--- config.mk ---
export PLATFORM = sky130hd
export DESIGN_NAME = cs_adc_seq
export DESIGN_NICKNAME = d
export VERILOG_FILES = /design/src/rtl/cs_pkg.sv /design/src/rtl/cs_tmo.sv /design/src/rtl/cs_adc_seq.sv
export SDC_FILE = /design/constraint.sdc
export NUM_CORES = 1
export LEC_CHECK = 0
export BUFFER_PORTS_ARGS = -buffer_cell sky130_fd_sc_hd__buf_2
export CAP_MARGIN = 40
export CORE_MARGIN = 5
export CORE_UTILIZATION = 35
export CTS_CLUSTER_SIZE = 20
export DETAILED_ROUTE_END_ITERATION = 16
export PLACE_DENSITY = 0.69
export SLEW_MARGIN = 20
export SYNTH_ARGS = -nofsm -noshare
export SYNTH_HDL_FRONTEND = slang
export SYNTH_SLANG_ARGS = --single-unit
--- constraint.sdc ---
create_clock -name clk -period 1.5 [get_ports clk]
set_clock_uncertainty 0.05 [all_clocks]
set_input_delay 0.075 -clock clk [delete_from_list [all_inputs] [get_ports clk]]
set_output_delay 0.075 -clock clk [all_outputs]
set_load 0.005 [all_outputs]
--- src/rtl/cs_pkg.sv ---
// -----------------------------------------------------------------------------
// cs_pkg
// Shared definitions for the ADC configuration sequencer: the FSM state
// encoding, sequence sizing constants and the register-address helper.
// No ports (package).
// -----------------------------------------------------------------------------
package cs_pkg;

    typedef enum logic [2:0] {
        ST_IDLE,
        ST_LOAD,
        ST_WAIT,
        ST_REQ,
        ST_GAP,
        ST_DONE,
        ST_ERR
    } cs_state_t;

    localparam int         NUM_REGS   = 15;
    localparam logic [7:0] TMO_MAX    = 8'd255;
    localparam logic [1:0] MAX_RETRY  = 2'd3;
    localparam logic [7:0] REGAP_ADDR = 8'h0E;

    // The last entry of the sequence is the gap register, which has its own
    // fixed address; the others are written at their index.
    function automatic logic [7:0] reg_addr(input logic [3:0] idx);
        return (idx == 4'(NUM_REGS - 1)) ? REGAP_ADDR : {4'b0000, idx};
    endfunction

endpackage

--- src/rtl/cs_tmo.sv ---
// -----------------------------------------------------------------------------
// cs_tmo
// Write-acknowledge timeout counter. Counts cycles while en is high and
// saturates at TMO_MAX; clr or rst return it to zero.
// Ports:
//   clk     in   system clock
//   rst     in   synchronous active-high reset
//   clr     in   clear the count (held while not waiting for an ack)
//   en      in   count this cycle
//   expired out  this is the TMO_MAX-th consecutive enabled cycle
// -----------------------------------------------------------------------------
module cs_tmo
    import cs_pkg::*;
(
    input  logic clk,
    input  logic rst,
    input  logic clr,
    input  logic en,
    output logic expired
);

    logic [7:0] count;

    always_ff @(posedge clk) begin
        if (rst || clr) begin
            count <= '0;
        end else if (en && (count != TMO_MAX)) begin
            count <= count + 8'd1;
        end
    end

    // count holds the number of enabled cycles already completed, so the
    // current cycle is the TMO_MAX-th one when count reaches TMO_MAX-1.
    assign expired = en && (count == (TMO_MAX - 8'd1));

endmodule

--- src/rtl/cs_adc_seq.sv ---
// -----------------------------------------------------------------------------
// cs_adc_seq
// Writes 15 configuration bytes (reg00..reg13 and regap) to the ADC register
// port, one request at a time, with NAK/timeout retries and fs/fd handshake
// with the command block.
// Ports:
//   clk       in   system clock
//   rst       in   synchronous active-high reset
//   fs        in   start flag, held high until fd is seen
//   fd        out  done flag, held high until fs falls
//   cfg_regs  in   [119:0] reg00 in [7:0] .. reg13 in [111:104], regap [119:112]
//   hold      in   back-pressure, blocks issuing a new write
//   wr_req    out  register write request
//   wr_addr   out  [7:0] register address
//   wr_data   out  [7:0] register data
//   wr_ack    in   one-cycle write acknowledge
//   wr_nak    in   qualifies wr_ack as a failed write
//   busy      out  sequencer not idle
//   err       out  sequence failed, valid while fd is high
// -----------------------------------------------------------------------------
module cs_adc_seq
    import cs_pkg::*;
(
    input  logic         clk,
    input  logic         rst,
    input  logic         fs,
    output logic         fd,
    input  logic [119:0] cfg_regs,
    input  logic         hold,
    output logic         wr_req,
    output logic [7:0]   wr_addr,
    output logic [7:0]   wr_data,
    input  logic         wr_ack,
    input  logic         wr_nak,
    output logic         busy,
    output logic         err
);

    cs_state_t    state, state_next;
    logic [3:0]   idx, idx_next;
    logic [1:0]   retry, retry_next;
    logic [119:0] shadow, shadow_next;
    logic         tmo_clr, tmo_en, tmo_expired;

    cs_tmo u_tmo (
        .clk     (clk),
        .rst     (rst),
        .clr     (tmo_clr),
        .en      (tmo_en),
        .expired (tmo_expired)
    );

    // State and sequence bookkeeping registers.
    always_ff @(posedge clk) begin
        if (rst) begin
            state  <= ST_IDLE;
            idx    <= '0;
            retry  <= '0;
            shadow <= '0;
        end else begin
            state  <= state_next;
            idx    <= idx_next;
            retry  <= retry_next;
            shadow <= shadow_next;
        end
    end

    // Next-state and output decode. Outputs depend only on the current state
    // and registered index, so a reset or abort clears them one edge later.
    always_comb begin
        state_next  = state;
        idx_next    = idx;
        retry_next  = retry;
        shadow_next = shadow;
        wr_req      = 1'b0;
        wr_addr     = '0;
        wr_data     = '0;
        fd          = 1'b0;
        err         = 1'b0;
        busy        = (state != ST_IDLE);
        tmo_clr     = 1'b1;
        tmo_en      = 1'b0;

        case (state)
            ST_IDLE: begin
                if (fs) state_next = ST_LOAD;
            end

            ST_LOAD: begin
                shadow_next = cfg_regs;
                idx_next    = '0;
                retry_next  = '0;
                state_next  = fs ? ST_WAIT : ST_IDLE;
            end

            ST_WAIT: begin
                if (!fs)        state_next = ST_IDLE;
                else if (!hold) state_next = ST_REQ;
            end

            ST_REQ: begin
                wr_req  = 1'b1;
                wr_addr = reg_addr(idx);
                wr_data = 8'(shadow >> {idx, 3'b000});
                tmo_clr = 1'b0;
                tmo_en  = 1'b1;
                // An ack in the same cycle as the timeout still counts as
                // the write's answer.
                if (!fs) begin
                    state_next = ST_IDLE;
                end else if (wr_ack) begin
                    state_next = ST_GAP;
                    if (wr_nak) begin
                        retry_next = retry + 2'd1;
                    end else begin
                        idx_next   = idx + 4'd1;
                        retry_next = '0;
                    end
                end else if (tmo_expired) begin
                    state_next = ST_GAP;
                    retry_next = retry + 2'd1;
                end
            end

            ST_GAP: begin
                if (!fs)                          state_next = ST_IDLE;
                else if (retry == MAX_RETRY)      state_next = ST_ERR;
                else if (idx == 4'(NUM_REGS))     state_next = ST_DONE;
                else                              state_next = ST_WAIT;
            end

            ST_DONE: begin
                fd = 1'b1;
                if (!fs) state_next = ST_IDLE;
            end

            ST_ERR: begin
                fd  = 1'b1;
                err = 1'b1;
                if (!fs) state_next = ST_IDLE;
            end

            default: state_next = ST_IDLE;
        endcase
    end

endmodule

==> reports/results.txt <==
Synth top area share: 0.443
leakage power: 4.75 nW
Die Width: 143 um
max_cap viols: 0
Synth Instances: 737
switching share of total power: 0.333
peak fanout along the critical path: 8
TritonCTS clock tree: done
Top Usage Layer GRT: met2
ys flop type: dfxtp_1
peak supply drop: 0.882 mV
routed vias/inst: 5.48
Total Wirelength: 27,300 um
CTS Buf Count: 17
post-synthesis cell type count: 49
final count of hold timing violations: 0
actual slew at the worst max-slew pin: 0.956 ns
Pre-Repair DR Iteration Count: 6
mux contribution to synthesized area: 0.123
post-placement cell area: 7410 um^2
run status: finished, violations left
Util after Layout: 0.659
vias in the first global route: 6,105
Worst Path Required: 1.37 ns
GR Util met2: 0.331
First DRT Iteration DRCs: 614
Hold WS: 0.0663 ns
xor-xnor portion of the synthesized cell area: 0.0127
kind of critical path: flip-flop to output port
post-synthesis sequential area ratio: 0.443
Final GP Congestion: 0.860
clk buf depth: 2
fraction of registers with async set/reset: 0
Remaining DRCs: 0
row cnt: 48
total die area: 20,400 um^2
clock root buffer: clkbuf_16
first-pass GRT wire length: 32,200 um
Remaining Overflow, GRT: 0
PwrDens: 1220 nW/um^2
worst path cell trace: buf_12 -> mux4_1 -> mux2i_2 -> o21ai_1 -> buf_2
CP arrival: 2.09 ns
Area contributors post-synth: dfxtp_1 44%, nand2_1 16%, a21oi_1 10%, mux4_2 5.8%, mux4_1 3.4%
Post-Synth Simple-Gate Area: 0.211
Yosys warning total: 0
Comb power frac: 0.375
Critical Path Start Type: flip-flop
Core Box Area: 17,300 um^2
Compound-Gate Fraction of Synth Area: 0.143
largest family of logic cells by synthesized area: simple AND/OR/NAND/NOR gates
HPWL after DPL: 13,200 um
Slew Viols, Final: 0
Clock Latency Late Sink: 0.42 ns
Top-Level Pins: 146
clk slew on worst S/H paths: 0.06 ns
top-count cell post-synth: nand2_1
Final period util: 1.47
Clk pwr share: 0.305
switching pwr: 4.63 mW
met3 GRT Util: 0.0469
Setup WS pre-CTS: -0.212 ns
Total GRT Usage: 0.203
htree depth: 4
RSZ-0062 raised after global routing: true
Int Power: 9.27 mW
failing checks: negative setup slack
CP peak stage delay: 0.60 ns
Worst Setup End Kind: output port
antenna violations before repair: 2
Mapped Area: 6190 um^2
met1 Use GR: 0.258
Hold Crit Class: input pin to flip-flop
Synth Area in Adders: 0.0101
EDFF count, synth: 0
most frequent cells after synthesis: 258 x nand2_1, 137 x dfxtp_1, 126 x a21oi_1, 31 x clkbuf_1, 19 x mux2i_1
Max stage delay cell, worst path: mux4_1
slew margin rel.: 0.363
Final setup viols: 143
min cycle time layout: 2.21 ns
Layout fillers: 1,171
part of the power in registers: 0.321
Area Overhead vs Synth: 84.1%
Initial Util: 0.358
post-route cell area: 11,400 um^2
largest net degree at the start of global routing: 128
post-synth top area cell: dfxtp_1
FF+latch count, synth: 137
Avg Inst Size Synth: 8.40 um^2
Sink Count: 137
Port Buffer Count: 141
Routed WL per cell: 21.2 um
Net count, final: 1,179
DRT antenna net count: 0
fmax: 0.452 GHz
Setup WS post-layout: -0.711 ns
layout cell share with drive strength beyond 1: 0.516
Die H: 143 um
via count: 7,064
[power groups by stage]
stage	Combinational [mW]	Sequential [mW]	Clock, mW
5_1_grt	5.43	4.47	4.43
3_5_place_dp	2.49	4.45	0
6_report	5.21	4.46	4.24
4_1_cts	3.01	4.39	4.20
2_1_floorplan	1.70	4.32	0
3_3_place_gp	2.43	4.47	0
[registers in the layout, indices dropped and copies added, names as in the netlist]
| name | flops |
|---|---|
| u_tmo.count | 8 |
| idx | 4 |
| state | 3 |
| retry | 2 |
| shadow | 120 |
[final cells by class]
class | count | area (um^2) | share of cell area
Inverter | 7 | 28.8 | 0.00252
Tap cell | 225 | 282 | 0.0247
Clock buffer | 22 | 474 | 0.0416
Clock inverter | 10 | 118 | 0.0103
Sequential cell | 137 | 2760 | 0.242
Antenna cell | 2 | 5.00 | 0.000439
Multi-Input combinational cell | 536 | 4460 | 0.392
Timing Repair Buffer | 349 | 3270 | 0.287
[kinds of logic after synthesis]
logic type                 after synthesis
and+or+nand+nor                        313
buffers and inverters                   67
xor gates and xnor gates                 9
adders and majority gates                5
AOI/OAI and AO/OA                      162
other                                    1
muxes                                   43
DFF                                    137
[cell usage in the layout (no fill, tap or decap), drive strengths merged, types with 2 or more instances in the layout]
| cell | synthesis | routed |
|---|---|---|
| clkinv | 0 | 3 |
| bufinv | 0 | 2 |
| and2 | 2 | 2 |
| nor2b | 3 | 3 |
| xor2 | 7 | 7 |
| or3 | 3 | 3 |
| a21oi | 126 | 126 |
| nand2b | 4 | 4 |
| dfxtp | 137 | 137 |
| diode | 0 | 2 |
| nor2 | 16 | 16 |
| ha | 5 | 5 |
| mux2i | 19 | 19 |
| o21ai | 18 | 18 |
| xnor2 | 2 | 2 |
| nand3 | 3 | 3 |
| dlygate4sd3 | 0 | 122 |
| nand4 | 5 | 5 |
| nor3b | 2 | 2 |
| nand3b | 2 | 2 |
| clkbuf | 31 | 37 |
| inv | 7 | 8 |
| conb | 1 | 4 |
| a22oi | 9 | 9 |
| and3 | 3 | 3 |
| mux4 | 24 | 24 |
| nor3 | 7 | 7 |
| clkinvlp | 0 | 4 |
| nand2 | 259 | 259 |
| buf | 29 | 212 |
[final timing paths]
path                                                end                    start  slack (ns)  depth (start not counted)
worst max-delay path                         wr_data[1]      idx[0]$_SDFFE_PP0P_       -0.71                          5
worst max register to register  shadow[75]$_SDFFE_PP0P_    state[0]$_SDFFE_PP0P_       -0.32                         11
worst min register to register  shadow[10]$_SDFFE_PP0P_  shadow[10]$_SDFFE_PP0P_        0.41                          2
worst min-delay path              state[2]$_SDFFE_PP0P_                   wr_ack        0.07                          5
[timing repair]
| action | CTS | global route |
|---|---|---|
| resized for setup | 46 | 361 |
| hold buffers | 122 | 0 |
| gates cloned | 2 | 20 |
| setup endpoints to repair | 130 | 143 |
| endpoints found under the hold margin | 122 | 0 |
| pin swaps | 5 | 186 |
| buffers inserted | 12 | 10 |
[worst max-delay path, delay by kind of cell (launching register included)]
kind | cells | cell delay (ns)
buffers and inverters | 2 | 0.29
AOI/OAI and AO/OA | 1 | 0.10
muxes | 2 | 0.89
DFF | 1 | 0.39
[metrics by stage]
stage / cells / TNS (ns) / total power, mW
2_1_floorplan: 740 / 0 / 6.02
3_3_place_gp: 1092 / -6.81 / 6.90
3_5_place_dp: 1092 / -8.13 / 6.94
4_1_cts: 1259 / -6.79 / 11.6
5_1_grt: 1288 / -43.92 / 14.3
6_report: 1288 / -37.27 / 13.9
[per-layer routing]
layer  up-vias  wire length (um)
met4         0              1630
met5         -                 0
met3       116              1910
met1      3419             10300
met2       401             13600
li1       3128                 -
No activity file was read; power rests on OpenSTA's default activity.
